## src/rtl/cpu_mem_reader.sv

```systemverilog
// cpu_mem_reader: streams one length-prefixed CPU-memory packet to the UPDI frame builder.
// Define PKT_XOR_CHECK_EN to read and verify an XOR trailer byte after the payload.
module cpu_mem_reader #(
  parameter int DATA_WIDTH = 8,
  parameter int ADDR_WIDTH = 7,
  parameter int MAX_LEN = 64
) (
  input  logic                  clk0,
  input  logic                  rst0,
  input  logic                  start,
  input  logic [ADDR_WIDTH-1:0] start_addr,
  output logic                  busy,
  output logic                  done,
  output logic                  err,
  output logic [7:0]            pkt_len,
  output logic                  mem_csb0,
  output logic                  mem_web0,
  output logic [ADDR_WIDTH-1:0] mem_addr0,
  input  logic [DATA_WIDTH-1:0] mem_dout0,
  output logic [DATA_WIDTH-1:0] tx_data,
  output logic                  tx_valid,
  input  logic                  tx_ready,
  output logic                  tx_last
);
  typedef enum logic [3:0] {IDLE, HDR_REQ, HDR_WAIT, DAT_REQ, DAT_WAIT, OUT, CHK_REQ, CHK_WAIT, DONE} state_t;
  localparam logic [7:0] MAX_L = 8'(MAX_LEN);
  localparam logic [ADDR_WIDTH-1:0] ONE = ADDR_WIDTH'(1);
`ifdef PKT_XOR_CHECK_EN
  localparam state_t FINAL = CHK_REQ;
`else
  localparam state_t FINAL = DONE;
`endif
  state_t state_q, state_d;
  logic [ADDR_WIDTH-1:0] addr_q, addr_d;
  logic [DATA_WIDTH-1:0] data_q, data_d;
  logic [7:0] len_q, len_d, cnt_q, cnt_d;
  logic err_q, err_d;
  logic is_last, bad_len;
`ifdef PKT_XOR_CHECK_EN
  logic [DATA_WIDTH-1:0] x_q, x_d;
`endif
  assign is_last = cnt_q == len_q;
  assign bad_len = (8'(mem_dout0) == 8'd0) || (8'(mem_dout0) > MAX_L);
  always_ff @(posedge clk0) begin
    if (rst0) state_q <= IDLE;
    else state_q <= state_d;
  end
  always_ff @(posedge clk0) begin
    if (rst0) begin
      addr_q <= '0;
      data_q <= '0;
      len_q <= '0;
      cnt_q <= '0;
      err_q <= 1'b0;
`ifdef PKT_XOR_CHECK_EN
      x_q <= '0;
`endif
    end else begin
      addr_q <= addr_d;
      data_q <= data_d;
      len_q <= len_d;
      cnt_q <= cnt_d;
      err_q <= err_d;
`ifdef PKT_XOR_CHECK_EN
      x_q <= x_d;
`endif
    end
  end
  always_comb begin
    state_d = state_q;
    addr_d = addr_q;
    data_d = data_q;
    len_d = len_q;
    cnt_d = cnt_q;
    err_d = err_q;
`ifdef PKT_XOR_CHECK_EN
    x_d = x_q;
`endif
    case (state_q)
      IDLE: if (start) begin
        state_d = HDR_REQ;
        addr_d = start_addr;
      end
      HDR_REQ: state_d = HDR_WAIT;
      HDR_WAIT: begin
        len_d = 8'(mem_dout0);
        cnt_d = '0;
        err_d = bad_len;
        addr_d = addr_q + ONE;
        state_d = bad_len ? DONE : DAT_REQ;
`ifdef PKT_XOR_CHECK_EN
        x_d = '0;
`endif
      end
      DAT_REQ: state_d = DAT_WAIT;
      DAT_WAIT: begin
        data_d = mem_dout0;
        cnt_d = cnt_q + 8'd1;
        state_d = OUT;
`ifdef PKT_XOR_CHECK_EN
        x_d = x_q ^ mem_dout0;
`endif
      end
      OUT: if (tx_ready) begin
        addr_d = addr_q + ONE;
        state_d = is_last ? FINAL : DAT_REQ;
      end
`ifdef PKT_XOR_CHECK_EN
      CHK_REQ: state_d = CHK_WAIT;
      CHK_WAIT: begin
        err_d = mem_dout0 != x_q;
        state_d = DONE;
      end
`endif
      default: state_d = IDLE;
    endcase
  end
  always_comb begin
    busy = (state_q != IDLE) && (state_q != DONE);
    done = state_q == DONE;
    err = done && err_q;
    pkt_len = len_q;
    mem_csb0 = !(state_q inside {HDR_REQ, DAT_REQ, CHK_REQ});
    mem_web0 = 1'b1;
    mem_addr0 = addr_q;
    tx_data = data_q;
    tx_valid = state_q == OUT;
    tx_last = tx_valid && is_last;
  end
endmodule

```

## config.mk

```make
export PLATFORM = sky130hd
export DESIGN_NAME = cpu_mem_reader
export DESIGN_NICKNAME = d
export VERILOG_FILES = /design/src/rtl/cpu_mem_reader.sv
export SDC_FILE = /design/constraint.sdc
export NUM_CORES = 1
export LEC_CHECK = 0
export CAP_MARGIN = 20
export CORE_ASPECT_RATIO = 1.1
export CORE_MARGIN = 10
export CORE_UTILIZATION = 40
export DETAILED_ROUTE_END_ITERATION = 8
export PLACE_DENSITY_LB_ADDON = 0.1
export SYNTH_ARGS = -nofsm -noshare
export SYNTH_HDL_FRONTEND = slang
export SYNTH_SLANG_ARGS = --single-unit
```

## constraint.sdc

```tcl
create_clock -name clk0 -period 2.35 [get_ports clk0]
set_input_delay 0.235 -clock clk0 [delete_from_list [all_inputs] [get_ports clk0]]
set_output_delay 0.235 -clock clk0 [all_outputs]
set_load 0.1 [all_outputs]
```

; After elaboration in Yosys (flattened, before gate mapping)
; Index checks and enable logic that the tools add are counted.
[word_totals]
ff_bits = 36
latch_bits = 0
ram_bits = 0
romBits = 0
inputBits = 19
output_inout_bits = 30
elab_cells = 42
n_memories = 0
[op_classes]
n_addsub = 2
n_mul = 0
div_mod_pow = 0
n_lt_le_gt_ge = 1
eq_ne = 11
n_shift = 0
mux = 9
n_bitwise = 0
reduce_logical = 13
[ops]
columns = operator, n
row1 = $pmux W4 S6, 1
row2 = $pmux W7 S3, 1
row3 = $mux W4, 4
row4 = $pmux W8 S2, 1
row5 = $mux W7, 2
row6 = $eq A4 B3 Y1 const B, 3
row7 = $add A8 B1 Y8 const B, 1
row8 = $eq A4 B2 Y1 const B, 2
row9 = $eq A8 B8 Y1, 1
row10 = $gt A8 B7 Y1 const B, 1
row11 = $logic_not A8 Y1, 1
row12 = $add A7 B1 Y7 const B, 1
row13 = $reduce_bool A3 Y1, 2
row14 = $eq A4 B1 Y1 const B, 1
row15 = $eq A4 B4 Y1 const B, 1
row16 = $logic_not A4 Y1, 1
row17 = $ne A4 B4 Y1 const B, 1
row18 = $reduce_bool A4 Y1, 1
row19 = $logic_and A1 B1 Y1, 3
row20 = $reduce_and A3 Y1, 1
row21 = $ne A2 B1 Y1 const B, 1
row22 = $ne A2 B2 Y1 const B, 1
row23 = $reduce_and A2 Y1, 1
row24 = $reduce_bool A2 Y1, 1
row25 = other kinds (2), 2

; Longest topological paths before layout
[logic_depth]
ltp_word = 4
mapped_depth = 7
mapped_depth_nobuf = 5

; Least setup slack after synthesis
; OpenSTA, ideal clock, no wires.
[synth_path]
kind = reg-to-output
startpoint = register state_q[0]
endpoint = output port done
arrival_ns = 2.717
required_ns = 2.115
path_slack_ns = -0.602
path_stages_with_launch = 6
path_buffers = 2
cell_sequence = dfxtp_1 buf_6 clkbuf_1 nor3_1 inv_1 nor2_1
[synth_between]
elab_chain_len = 1
[synth_rtl]
columns = element, line_no
row1 = from (decl), 33  ; state_t state_q, state_d;
row2 = from (signal assigned), 46  ; else state_q <= state_d;
row3 = $eq A4 B4 Y1, 120  ; done = state_q == DONE;
row4 = to (decl), 13  ; output logic done,
; Every way passes these cells.

; Final worst setup path
[layout_path]
startpoint = register cnt_q[3]
endpoint = output port tx_last
[layout_between]
elab_chain_len = 2
[layout_rtl]
columns = element, line_no
row1 = from (decl), 36  ; logic [7:0] len_q, len_d, cnt_q, cnt_d;
row2 = from (signal assigned), 62  ; cnt_q <= cnt_d;
row3 = $eq A8 B8 Y1, 42  ; assign is_last = cnt_q == len_q;
row4 = $logic_and A1 B1 Y1, 128  ; tx_last = tx_valid && is_last;
row5 = to (decl), 23  ; output logic tx_last
; Every way passes these cells.

==> impl_metrics.toml <==
[logic_synthesis]
synthTopCellsByArea = "dfxtp_1, a21oi_1, nand2_1"
synth_adder_area_share_pct = 1.32
yosys.area_share.simple_pct = 26.7
synth.distinct_cells = 43
post-synth-top-count-cell = "nand2_1"
synth-edff-count = 0
synth_commonest_cells = "nand2_1, dfxtp_1, a21oi_1"
ys.flop_type = "dfxtp_1"
syn_inst = 241
yosysWarnings = 0
yosys.area_share.xor_xnor_pct = 3.70
yosysSeqAreaShare_pct = 38.0
avgSynthCellArea_sq_um = 7.87
synthMuxAreaShare_pct = 1.06
syn-num-nets = 262
syn-cell-area_sq_um = 1900
synth_area_leader_cell = "dfxtp_1"
yosys.area.top_type_share_pct = 38.0
ys_ff_latch = 36
synth_top_family_by_area = "simple AND/OR/NAND/NOR gates"
synth-compound-area-share_pct = 22.8
async_flop_share_pct = 0

[critical_path]
criticalPathCategory = "flip-flop to primary output"
cp-start-kind = "flip-flop"
worstPathArrival_ns = 1.89
r2r_cells = 3
crit_required_ns = 2.12
crit_fanout = 8
cp-end-kind = "primary output"

[grt]
grt_use_met2_pct = 21.8
grt_pass1_wl_um = 8860
grt_max_degree = 29
grt_pass1_vias = 1858
grt_usage_pct = 13.2
gr-usage-met3_pct = 3.98
grt_most_used_layer = "met2"
grt-ovfl-total = 0
grt_antenna_before_repair = 0
use_met1_pct = 15.9

[sta]
finClkSkew_ns = 0.00819
finalHoldViolations = 0
tightest_slew_ns = 0.523
slew_headroom_pct = 65.1
layout_min_cycle_time_ns = 2.12
timing.fmax_ghz = 0.471
holdWs_ns = 0.458
setup_viol = 0
final-max-slew-violation-count = 0
finalSetupTns_ns = 0
fin_crit_sh_pct = 90.3
rsz0062_at_grt = "no"

[cells_and_area]
area_growth_pct = 34.0
layout-drive-gt1-share_pct = 19.4
final_area_sq_um = 2540
nets = 309
layout.cells.non_filler = 345
insertedDiodeCount = 0

[floorplan]
die_w_um = 85.6
floorplan.initialDensity_pct = 41.0
num_rows = 26
die_area_sq_um = 7900
ios = 49
coreArea_sq_um = 4620
fp.dieH_um = 92.2

[placement]
placed_area_sq_um = 2440
port_buffers = 47
place_congestion = 0.850
dpl.hpwl_um = 3950
dp.cells = 337

[pwr]
seq_power_share_pct = 40.9
p_comb_share_pct = 30.4
p_int_uw = 1020
power_density_nw_per_um2 = 641
max-vdd-ir-drop_uv = 405
leakagePower_uw = 0.000982
report.power.total_uw = 1630
power_frac_clock_pct = 28.6
sw_frac_of_total_pct = 37.1
switching_power_uw = 604

[clock_network]
cts_resized = 0
cts_tree = "done"
htreeDepth = 2
post_cts_buffers = 0
max-clock-path-buffers = 2
cts_hold_buf = 0
numCtsBuffers = 5
cts_sinks = 36
clk_latency_ns = 0.28
clk_pin_slew_ns = 0.08
cts_root_buf = "clkbuf_8"

[routing]
viasPerCell = 5.40
first_iter_violations = 57
routed_wl_um = 5180
drcViolationCount = 0
firstDrtPassIters = 4
wl_per_cell_um = 15.0
detail-route-antenna-nets = 0
num_vias = 1864

[run_status]
status = "finished, final reports clean"

[min_path]
hp-class = "flip-flop to flip-flop"
whs_path_depth = 2

[job]
maxCapViolations = 0
final cells by class:
type	count	area [sq um]
clock inverter	2	15.0
inverter	5	26.3
multi-input combinational	181	1070
fill	479	2080
clock buffer	6	82.6
sequential	36	723
tap	56	70.1
timing repair buffer	59	551
worst paths after layout:
| check | start | end | slack (ns) |
|---|---|---|---|
| max | cnt_q[3]$_SDFFE_PP0P_ | tx_last | 0.23 |
| min reg2reg | tx_data[2]$_SDFFE_PP0P_ | tx_data[2]$_SDFFE_PP0P_ | 0.46 |
| min | tx_data[2]$_SDFFE_PP0P_ | tx_data[2]$_SDFFE_PP0P_ | 0.46 |
| max reg2reg | state_q[3]$_SDFFE_PP0P_ | cnt_q[6]$_SDFFE_PP0P_ | 0.42 |
per-layer routing:
layer	part of all wire, %	up-vias
li1	-	963
met1	44	857
met2	49	42
met3	6.3	2
met4	0.56	0
met5	0	-
logic make-up (layout without fill, tap and decap cells):
kind of cell / after synthesis / count (layout)
multiplexers: 2 / 2
AO/OA/AOI/OAI: 67 / 67
AND/OR/NAND/NOR: 101 / 101
flip-flops: 36 / 36
adder cells (fa/ha/maj): 2 / 2
XOR/XNOR: 8 / 8
buffers and inverters: 24 / 72
other: 1 / 1
through the flow:
stage                     utilization (%)  setup slack (ns)
after floorplan                         -            0.0184
after global placement               52.9             0.348
after detailed placement             52.9             0.347
after CTS                            55.0             0.209
after global routing                 55.0            0.0914
final                                55.0             0.228
state kept, by name (all words and copies together) (netlist names):
signal and flops:
cnt_q 8, pkt_len 8, tx_data 8, mem_addr0 7
state_q 4, err_q 1
power by group through the flow:
stage / clock network, uW / logic (uW) / registers (uW)
6_report: 466 / 496 / 667
5_1_grt: 509 / 528 / 673
3_5_place_dp: 0 / 498 / 681
2_1_floorplan: 0 / 217 / 830
4_1_cts: 478 / 500 / 667
3_3_place_gp: 0 / 497 / 681
placed cells by master, fill, tap and decap left out, types with 5 or more instances in the layout:
master           instances
nor2_1                  14
xor2_1                   8
dfxtp_1                 34
buf_4                   36
or4_1                    5
o32ai_1                  5
clkdlybuf4s50_1         18
o21ai_0                  5
nand3_1                  8
nand2_1                 43
buf_12                   5
nand2b_1                 5
clkbuf_8                 6
a21oi_1                 33
critical path, stage by stage, from the launching register on:
cell and delay (ns):
dfxtp_1 0.47, xor2_1 0.11, nor4_1 0.35, buf_4 0.19
nand4_1 0.18, clkinvlp_4 0.14, buf_12 0.17
Note: power is estimated with default switching activity, not from simulation.
